===== src/rtl/vga_timing_gen.sv =====
// vga_timing_gen: VGA raster timing derived from the board clock.
// Pixel enable, syncs, active flag, coordinates, frame and second ticks.
module vga_timing_gen #(
  parameter int CLK_DIV     = 2,
  parameter int H_ACTIVE    = 640,
  parameter int H_FP        = 16,
  parameter int H_SYNC      = 96,
  parameter int H_BP        = 48,
  parameter int V_ACTIVE    = 480,
  parameter int V_FP        = 10,
  parameter int V_SYNC      = 2,
  parameter int V_BP        = 33,
  parameter bit H_POL       = 1'b0,
  parameter bit V_POL       = 1'b0,
  parameter int TICK_FRAMES = 60,
  parameter int CNT_W       = 11
) (
  input  logic             clk,
  input  logic             rst_n,
  input  logic             en,
  output logic             px_en,
  output logic             hsync,
  output logic             vsync,
  output logic             active,
  output logic [CNT_W-1:0] x,
  output logic [CNT_W-1:0] y,
  output logic             frame_tick,
  output logic             sec_tick
);

  localparam int H_TOTAL = H_ACTIVE + H_FP + H_SYNC + H_BP;
  localparam int V_TOTAL = V_ACTIVE + V_FP + V_SYNC + V_BP;

  localparam int DIV_W =
    (CLK_DIV > 1) ? $clog2(CLK_DIV) : 1;
  localparam int FRM_W =
    (TICK_FRAMES > 1) ? $clog2(TICK_FRAMES) : 1;

  localparam logic [DIV_W-1:0] DIV_MAX =
    DIV_W'(CLK_DIV - 1);
  localparam logic [FRM_W-1:0] FRM_MAX =
    FRM_W'(TICK_FRAMES - 1);

  localparam logic [CNT_W-1:0] X_MAX =
    CNT_W'(H_TOTAL - 1);
  localparam logic [CNT_W-1:0] Y_MAX =
    CNT_W'(V_TOTAL - 1);
  localparam logic [CNT_W-1:0] H_ACT_L =
    CNT_W'(H_ACTIVE);
  localparam logic [CNT_W-1:0] V_ACT_L =
    CNT_W'(V_ACTIVE);
  localparam logic [CNT_W-1:0] HS_BEG =
    CNT_W'(H_ACTIVE + H_FP);
  localparam logic [CNT_W-1:0] HS_END =
    CNT_W'(H_ACTIVE + H_FP + H_SYNC);
  localparam logic [CNT_W-1:0] VS_BEG =
    CNT_W'(V_ACTIVE + V_FP);
  localparam logic [CNT_W-1:0] VS_END =
    CNT_W'(V_ACTIVE + V_FP + V_SYNC);

  logic [DIV_W-1:0] r_div;
  logic             r_px;
  logic [CNT_W-1:0] r_x;
  logic [CNT_W-1:0] r_y;
  logic             r_hs;
  logic             r_vs;
  logic             r_act;
  logic             r_ft;
  logic             r_st;
  logic [FRM_W-1:0] r_frm;

  logic             w_div_wrap;
  logic             w_step;
  logic             w_x_wrap;
  logic             w_y_wrap;
  logic             w_frame;
  logic             w_frm_wrap;
  logic [CNT_W-1:0] w_x_nxt;
  logic [CNT_W-1:0] w_y_nxt;
  logic             w_hs_on;
  logic             w_vs_on;
  logic             w_act;

  assign w_div_wrap = (r_div == DIV_MAX);
  assign w_step     = en & r_px;
  assign w_x_wrap   = (r_x == X_MAX);
  assign w_y_wrap   = (r_y == Y_MAX);
  assign w_frame    = w_step & w_x_wrap & w_y_wrap;
  assign w_frm_wrap = (r_frm == FRM_MAX);

  assign w_x_nxt = w_x_wrap ? '0
                 : r_x + CNT_W'(1);
  assign w_y_nxt = !w_x_wrap ? r_y
                 : (w_y_wrap ? '0
                 : r_y + CNT_W'(1));

  // decode from the next position so the
  // registered syncs line up with x/y
  assign w_hs_on = (w_x_nxt >= HS_BEG)
                && (w_x_nxt < HS_END);
  assign w_vs_on = (w_y_nxt >= VS_BEG)
                && (w_y_nxt < VS_END);
  assign w_act   = (w_x_nxt < H_ACT_L)
                && (w_y_nxt < V_ACT_L);

  always_ff @(posedge clk or negedge rst_n) begin
    if (!rst_n) begin
      r_div <= '0;
      r_px  <= 1'b0;
    end else if (en) begin
      r_div <= w_div_wrap ? '0
             : r_div + DIV_W'(1);
      r_px  <= w_div_wrap;
    end
  end

  always_ff @(posedge clk or negedge rst_n) begin
    if (!rst_n) begin
      r_x   <= X_MAX;
      r_y   <= Y_MAX;
      r_hs  <= ~H_POL;
      r_vs  <= ~V_POL;
      r_act <= 1'b0;
    end else if (w_step) begin
      r_x   <= w_x_nxt;
      r_y   <= w_y_nxt;
      r_hs  <= w_hs_on ? H_POL : ~H_POL;
      r_vs  <= w_vs_on ? V_POL : ~V_POL;
      r_act <= w_act;
    end
  end

  always_ff @(posedge clk or negedge rst_n) begin
    if (!rst_n) begin
      r_ft  <= 1'b0;
      r_st  <= 1'b0;
      r_frm <= '0;
    end else if (en) begin
      r_ft <= w_frame;
      r_st <= w_frame & w_frm_wrap;
      if (w_frame) begin
        r_frm <= w_frm_wrap ? '0
               : r_frm + FRM_W'(1);
      end
    end
  end

  // pulses are masked while frozen; the
  // pending state survives the pause
  assign px_en      = r_px & en;
  assign frame_tick = r_ft & en;
  assign sec_tick   = r_st & en;
  assign hsync      = r_hs;
  assign vsync      = r_vs;
  assign active     = r_act;
  assign x          = r_x;
  assign y          = r_y;

endmodule


===== config.mk =====
export PLATFORM = sky130hd
export DESIGN_NAME = vga_timing_gen
export DESIGN_NICKNAME = d
export VERILOG_FILES = /design/src/rtl/vga_timing_gen.sv
export SDC_FILE = /design/constraint.sdc
export NUM_CORES = 1
export LEC_CHECK = 0
export ABC_AREA = 1
export BUFFER_PORTS_ARGS = -buffer_cell sky130_fd_sc_hd__buf_2
export CORE_ASPECT_RATIO = 0.75
export CORE_MARGIN = 4
export CORE_UTILIZATION = 60
export CTS_CLUSTER_DIAMETER = 50
export CTS_CLUSTER_SIZE = 28
export DETAILED_ROUTE_END_ITERATION = 8
export PLACE_DENSITY = 0.83
export SYNTH_ARGS = -nofsm -noshare
export SYNTH_HDL_FRONTEND = slang
export SYNTH_SLANG_ARGS = --single-unit

===== constraint.sdc =====
create_clock -name clk -period 3.2 [get_ports clk]
set_input_delay 0.64 -clock clk [delete_from_list [all_inputs] [get_ports clk]]
set_output_delay 0.64 -clock clk [all_outputs]
set_load 0.02 [all_outputs]

# After elaboration in Yosys (flattened, before gate mapping)
# Index checks and enable logic that the tools add are counted.
[op_classes]
mux = 7
n_reduce_logical = 4
n_addsub = 4
eq_ne = 3
magnitude_cmp = 6
n_bitwise = 6
[op_table]
columns = ["cell", "count"]
rows = [
  ["$mux 11", 3],
  ["$add 11x1->11 const B", 2],
  ["$eq 11x10->1 const B", 2],
  ["$lt 11x10->1 const B", 2],
  ["$lt 11x9->1 const B", 2],
  ["$ge 11x10->1 const B", 1],
  ["$ge 11x9->1 const B", 1],
  ["$add 6x1->6 const B", 1],
  ["$and 1x1->1", 6],
  ["$eq 6x6->1 const B", 1],
  ["$mux 6", 1],
  ["$logic_and 1x1->1", 3],
  ["$mux 1", 3],
  ["$reduce_and 2->1", 1],
  ["$add 1x1->1 const B", 1],
]
[totals]
wordCells = 40
regBits = 35
out_inout_bits = 28

# Logic depth before layout (Yosys ltp)
# Gate-level depths: netlist of the first run.
[depth]
word_depth = 6
ltp_mapped = 14
mapped_depth_nobuf = 14

# Worst setup path after synthesis of the first run
# No wires, ideal clock.
[synth_path]
path_kind = "input to output"
from = "in en"
to = "out px_en"
path_buffers = 3
path_slack_ns = 1.152
t_required_ns = 2.560
stages = 5
t_arrival_ns = 1.408
path_cell_list = "buf_2 -> nand2_2 -> inv_1 -> buf_2 -> buf_2"
[synth_via]
elab_chain_len = 1
[synth_rtl]
columns = ["item", "line_no", "source"]
rows = [
  ["start, declared", "20", "input logic en,"],
  ["$and 1x1->1", "150", "assign px_en = r_px & en;"],
  ["end, declared", "21", "output logic px_en,"],
]
# No other way between the ends.

# Worst setup path in the final report of the first run
[layout_path]
from = "reg r_x[0] (netlist: x[0])"
to = "reg r_act (netlist: active)"
[layout_via]
elab_chain_len = 4
elab_cells_between_ends = 7
[layout_rtl]
columns = ["item", "line_no", "source"]
rows = [
  ["start, declared", "63", "logic [CNT_W-1:0] r_x;"],
  ["start signal, assigned", "125", "r_x <= w_x_nxt;"],
  ["$add 11x1->11 / $eq 11x10->1 (equally long branches)", "92, 86", ""],
  ["$mux 11, on equally long branches", "91, 93", ""],
  ["$lt 11x10->1 / $lt 11x9->1 (equally long branches)", "103, 104", ""],
  ["$logic_and 1x1->1 (*)", "104", "&& (w_y_nxt < V_ACT_L);"],
  ["end signal, assigned", "129", "r_act <= w_act;"],
  ["end, declared", "67", "logic r_act;"],
]
# Every way passes the cells marked *; elsewhere a longest branch is shown, timed or not.
# A chain may end at the register's enable or synchronous reset.

==> impl_metrics.ini, run 1 <==
[detailed_routing]
route.vias.total = 2114
wl_um = 5220
drt_pass1_iterations = 4
wl_per_cell_um = 12.8
drt_iter0_drc = 143
antenna_left = 0
viasPerCell = 5.17
drc = 0

[global_route]
grt_max_degree = 36
use_met3 = 0.0439
grt-busiest-layer = met2
grt_overflow_total = 0
antenna_found_initial = 0
grt_first_pass_wirelength_um = 8850
first_global_vias = 1899
grt.met2_usage = 0.368
grtUsageTotal = 0.240
grt_use_met1 = 0.335

[placed_design]
port_buffers = 30
place_ws_ps = 1010
dp_cells = 401
dp_hpwl_um = 3900
gp_congestion = 0.921

[clock_tree]
clock-sinks = 35
cts.clk_slew.worst_paths_ps = 80
cts_tree = done
cts_root_buf = clkbuf_8
insertion_delay_ps = 300
ctsHoldBuffers = 0
cts_max_path_buffers = 2
htreeDepth = 2
cts_buffers = 5
post_cts_resized = 0
postCtsSetupBuffers = 0

[floorplanning]
die-area_mm2 = 0.00487
die_w_um = 79.3
core_area_mm2 = 0.00366
io_pins = 31
die_h_um = 61.4
start_util = 0.624
rows = 19

[status]
status = complete, no violations

[synthesis]
yosys-top-cells-area = dfrtp_1 25%, nand2_1 17%, dfstp_2 14%
yosysUniqueCellTypes = 31
syn_nets = 331
seq_area_frac_synth = 0.390
async_flop_share = 1.00
synth_largest_area_cell = dfrtp_1
yosysTopAreaCellShare = 0.252
avgSynthCellArea_um2 = 7.07
synthesis.instances = 323
netlist_area_mm2 = 0.00228
synth_ff_type = dfrtp_1
synth_edf_count = 0
ys_seq_elements = 35
ys_warn_count = 0

[power_and_ir_drop]
p_sw_frac = 0.405
cell_internal_pwr_mw = 0.825
power.switching_mw = 0.561
leakagePower_nw = 1.29
clockPowerShare = 0.239
ir_worst_vdd_mv = 0.512
p_per_area_mw_per_mm2 = 538
power_frac_seq = 0.453
combPwrFrac = 0.308

[cells_and_area]
drive_gt1_frac = 0.224
n_antenna_cell = 0
area_delta_synth_final_pct = 12.7
nets = 364
fillerInstances = 340
finalNonFillerCells = 409

[timing]
slew_viol_final = 0
finClkSkew_ps = 4.50
setup_viol_count_final = 0
setup_ws_ps = 1090
fin_crit_sh = 0.660
tns_ps = 0
relSlewSlack = 0.484
worst_slew_pin_slew_ps = 773
rsz0062_at_grt = false
hold_viol_final = 0
min_period_ps = 2110
max_freq_mhz = 474
worst_hold_slack_ps = 412

[setup_path]
critPathMaxFanout = 8
cp.arrival_ps = 2300
crit_required_ps = 3390
critical_path.endpoint_type = flip-flop
start_kind = flip-flop
critical_path_class = reg -> reg

[flow_run]
maxCapViolCount = 0

[hold_path]
hp-class = in -> async
==> per-layer routing <==
metal,up-vias,share of wire
met1,976,0.50
met4,0,0.020
met2,43,0.43
met5,-,0
li1,1086,-
met3,9,0.046
==> worst paths after layout <==
kind,slack (ps),startpoint,cells past startpoint,end
worst min register to register,470,r_div$_DFFE_PN0P_,1,r_div$_DFFE_PN0P_
worst max-delay path,1090,x[0]$_DFFE_PN1P_,12,active$_DFFE_PN0P_
worst max register to register,1090,x[0]$_DFFE_PN1P_,12,active$_DFFE_PN0P_
worst min-delay path,410,rst_n,1,y[5]$_DFFE_PN0P_
min in group clk,470,r_div$_DFFE_PN0P_,1,r_div$_DFFE_PN0P_
max in group asynchronous,2300,rst_n,1,x[6]$_DFFE_PN0P_
==> synthesized netlist by cell type, drive strengths merged, types with 3 or more instances <==
cell	instances
nand2	110
inv	47
nor2	37
nand3	30
o21ai	26
dfrtp	23
dfstp	12
nand4	8
ha	5
a21oi	4
o21a	4
buf	3
==> critical path, cell delays in order (launching register included) <==
cell	delay, ps
dfstp_2	580
ha_1	210
nand3_1	160
nor2_4	210
nand2_4	140
nor2_2	120
nand2_1	50
nand2_1	80
nand2_1	70
nor2_2	170
inv_1	60
nand3_1	100
nand2_1	60
==> cell families after synthesis <==
kind of cell / after synthesis / share of synthesized area
AO/OA/AOI/OAI: 36 / 0.0854
XOR/XNOR: 3 / 0.0115
adder cells (fa/ha/maj): 5 / 0.0274
buffers and inverters: 54 / 0.0904
flip-flops: 35 / 0.390
multiplexers: 1 / 0.00493
AND/OR/NAND/NOR: 189 / 0.390
==> per-stage QoR <==
step,cell area [um2],util,total power [mW]
after floorplan,2280,-,0.927
after global placement,2480,0.679,1.05
after detailed placement,2480,0.679,1.06
after CTS,2570,0.703,1.39
after global routing,2570,0.703,1.47
final,2570,0.703,1.39
==> flip-flops by register name, indices dropped and copies added (netlist names) <==
signal / cells
vsync: 1
r_st: 1
active: 1
y: 11
hsync: 1
r_ft: 1
r_frm: 6
r_px: 1
x: 11
r_div: 1
==> layout by cell type, fill, tap and decap left out, types with 3 or more instances in the layout <==
master	synthesis	final
dfrtp_1	23	23
nand4_1	7	7
inv_1	44	44
inv_2	3	3
dfstp_2	12	12
nand3_1	28	28
nor2_2	7	7
a21oi_1	4	4
nor2_1	23	23
nand2_1	104	104
nand2_2	4	4
nor2_4	7	7
clkbuf_8	0	5
o21a_1	4	4
ha_1	5	5
o21ai_0	21	21
buf_2	3	30
o21ai_1	5	5
==> final cells by class <==
| type | instances | area, um2 | share of cell area |
|---|---|---|---|
| Inverter | 49 | 184 | 0.0715 |
| Tap cell | 52 | 65.1 | 0.0253 |
| Timing Repair Buffer | 31 | 158 | 0.0613 |
| Clock buffer | 5 | 68.8 | 0.0267 |
| Multi-Input combinational cell | 234 | 1190 | 0.461 |
| Sequential cell | 35 | 891 | 0.346 |
| Clock inverter | 3 | 20.0 | 0.00778 |
==> power groups by stage <==
stage / sequential [mW] / clock [mW] / combinational [mW]
after CTS: 0.627 / 0.338 / 0.429
after detailed placement: 0.635 / 0 / 0.426
after global placement: 0.633 / 0 / 0.419
final: 0.627 / 0.332 / 0.427
after global routing: 0.640 / 0.355 / 0.477
after floorplan: 0.691 / 0 / 0.236
Note: power is estimated with default switching activity, not from simulation.
==> run 2, diff against run 1 <==
CORE_UTILIZATION = 52   (was 60)
PLACE_DENSITY = 0.76   (was 0.83)
clock period = 1.9 ns   (was 3.2 ns; I/O delays follow)
==> run 2 against run 1 <==
Against the previous run: via count is 5.3% higher; wire length is 4.8% higher; power rose by 80%; critical endpoint unchanged; largest power group unchanged.
==> impl_metrics.ini, run 2 (synthesized netlist as in run 1, its figures left out) <==
[clock_tree]
cts_max_path_buffers = 2
clock-sinks = 35
cts_root_buf = clkbuf_8
insertion_delay_ps = 290
cts_tree = done
cts.clk_slew.worst_paths_ps = 80
htreeDepth = 2
cts_buffers = 5

[power_and_ir_drop]
p_per_area_mw_per_mm2 = 905
power.switching_mw = 0.975
p_sw_frac = 0.390
power_frac_seq = 0.428
leakagePower_nw = 1.40
cell_internal_pwr_mw = 1.52
clockPowerShare = 0.245
ir_worst_vdd_mv = 0.891
finalPower_mw = 2.50
combPwrFrac = 0.327

[setup_path]
crit_start = x[0]$_DFFE_PN1P_
r2r_start = x[0]$_DFFE_PN1P_
cp_top_family = simple AND/OR/NAND/NOR gates
worst-path-buf-inv = 1
critPathMaxFanout = 8
crit_required_ps = 2090
critical_path.endpoint_type = flip-flop
critical_path_class = reg -> reg
path_cells = ha_4, nand3_2, nor2_4, nand2_4, nor2_2, nand2_1, nand2_1, nand2_1, nor2_2, inv_1, nand3_1, nand2_1
critical-path-slowest-cell = dfstp_2
cpPeakStageDelay_ps = 560
cp.arrival_ps = 2040
cpMostUsedCell = nand2_1
start_kind = flip-flop
r2r_setup_slack_ps = 50

[detailed_routing]
viasPerCell = 5.21
drt_pass1_iterations = 5
antenna_left = 0
wl_per_cell_um = 12.8
drc = 0
route.vias.total = 2226
wl_um = 5470
drt_iter0_drc = 173

[cells_and_area]
final_cell_mix = 102 x nand2_1, 44 x inv_1, 30 x buf_2
drive_gt1_frac = 0.269
final_common_cell = nand2_1
fillerInstances = 376
fin_area_mm2 = 0.00276
n_antenna_cell = 0
area_delta_synth_final_pct = 20.8
nets = 379

[global_route]
grt_first_pass_wirelength_um = 9500
first_global_vias = 2035
grt_overflow_total = 0
grtUsageTotal = 0.215
antenna_found_initial = 0
grt_max_degree = 36

[flow_run]
maxCapViolCount = 0

[timing]
slew_viol_final = 0
hold_viol_final = 0
relSlewSlack = 0.702
fin_crit_sh = 0.973
finClkSkew_ps = 14.2
setup_viol_count_final = 0
min_period_ps = 1850
rsz0062_at_grt = true
worst_hold_slack_ps = 110
max_freq_mhz = 541
worst_slew_pin_slew_ps = 447

[placed_design]
place_area_mm2 = 0.00256
port_buffers = 30
dp_hpwl_um = 4020
gp_congestion = 0.859

[floorplanning]
die_h_um = 65.4
die_w_um = 84.5
start_util = 0.550
core_area_mm2 = 0.00415
rows = 20
die-area_mm2 = 0.00553
io_pins = 31

[hold_path]
hp-class = in -> async

[status]
status = complete, no violations
-- run 2: changes by cell type in the layout (fill, tap and decap cells not counted), sizes merged --
cell,previous run,this run
clkinv,3,2
buf,31,46
clkbuf,5,7
clkinvlp,2,1
-- run 2: path summary, 6_finish.rpt --
path,endpoint,depth (start not counted)
min in group clk,r_div$_DFFE_PN0P_,2
setup reg to reg,active$_DFFE_PN0P_,12
hold / removal,x[7]$_DFFE_PN0P_,2
max in group asynchronous,y[3]$_DFFE_PN1P_,2
hold reg to reg,r_div$_DFFE_PN0P_,1
setup / recovery,active$_DFFE_PN0P_,12
-- run 2: per-stage QoR --
stage               std cells   util  setup WS, ps  TNS (ps)
floorplan                 323      -          48.0         0
global placement          413  0.615          29.5         0
detailed placement        413  0.615         -31.9     -52.5
CTS                       426  0.658          29.9         0
global route              427  0.664         -98.4      -328
finish                    427  0.664          50.4         0
-- run 2: timing repair --
| action | CTS | global route |
|---|---|---|
| pin swaps | 9 | 12 |
| hold endpoints to repair | 0 | 0 |
| setup buffers | 5 | 1 |
| hold buffers | 0 | 0 |
| resized for setup | 5 | 4 |
| endpoints found under the setup margin | 3 | 7 |
-- run 2: cell type report --
class | count | area [um2] | area share
clock buffer | 7 | 96.3 | 0.0349
timing repair buffer | 46 | 283 | 0.102
tap | 55 | 68.8 | 0.0249
clock inverter | 1 | 7.51 | 0.00272
multi-input combinational | 234 | 1230 | 0.445
inverter | 49 | 184 | 0.0667
sequential | 35 | 891 | 0.323
-- run 2: worst register-to-register path, stage by stage, from the launching register on --
cell	delay [ps]
dfstp_2	560
ha_4	160
nand3_2	110
nor2_4	150
nand2_4	120
nor2_2	120
nand2_1	60
nand2_1	90
nand2_1	70
nor2_2	140
inv_1	50
nand3_1	70
nand2_1	50
-- run 2: layer usage --
metal / vias to the layer above / GRT usage / wire (um)
met4: 0 / 0.0494 / 36
met5: - / 0 / 0
met2: 105 / 0.336 / 2350
li1: 1120 / - / -
met3: 4 / 0.0426 / 511
met1: 997 / 0.310 / 2570
-- run 2: power by group through the flow --
stage	Sequential [mW]	Combinational (mW)	Clock, mW
2_1_floorplan	1.16	0.398	0
3_3_place_gp	1.05	0.759	0
3_5_place_dp	1.06	0.768	0
4_1_cts	1.06	0.802	0.623
5_1_grt	1.09	0.914	0.661
6_report	1.07	0.817	0.612
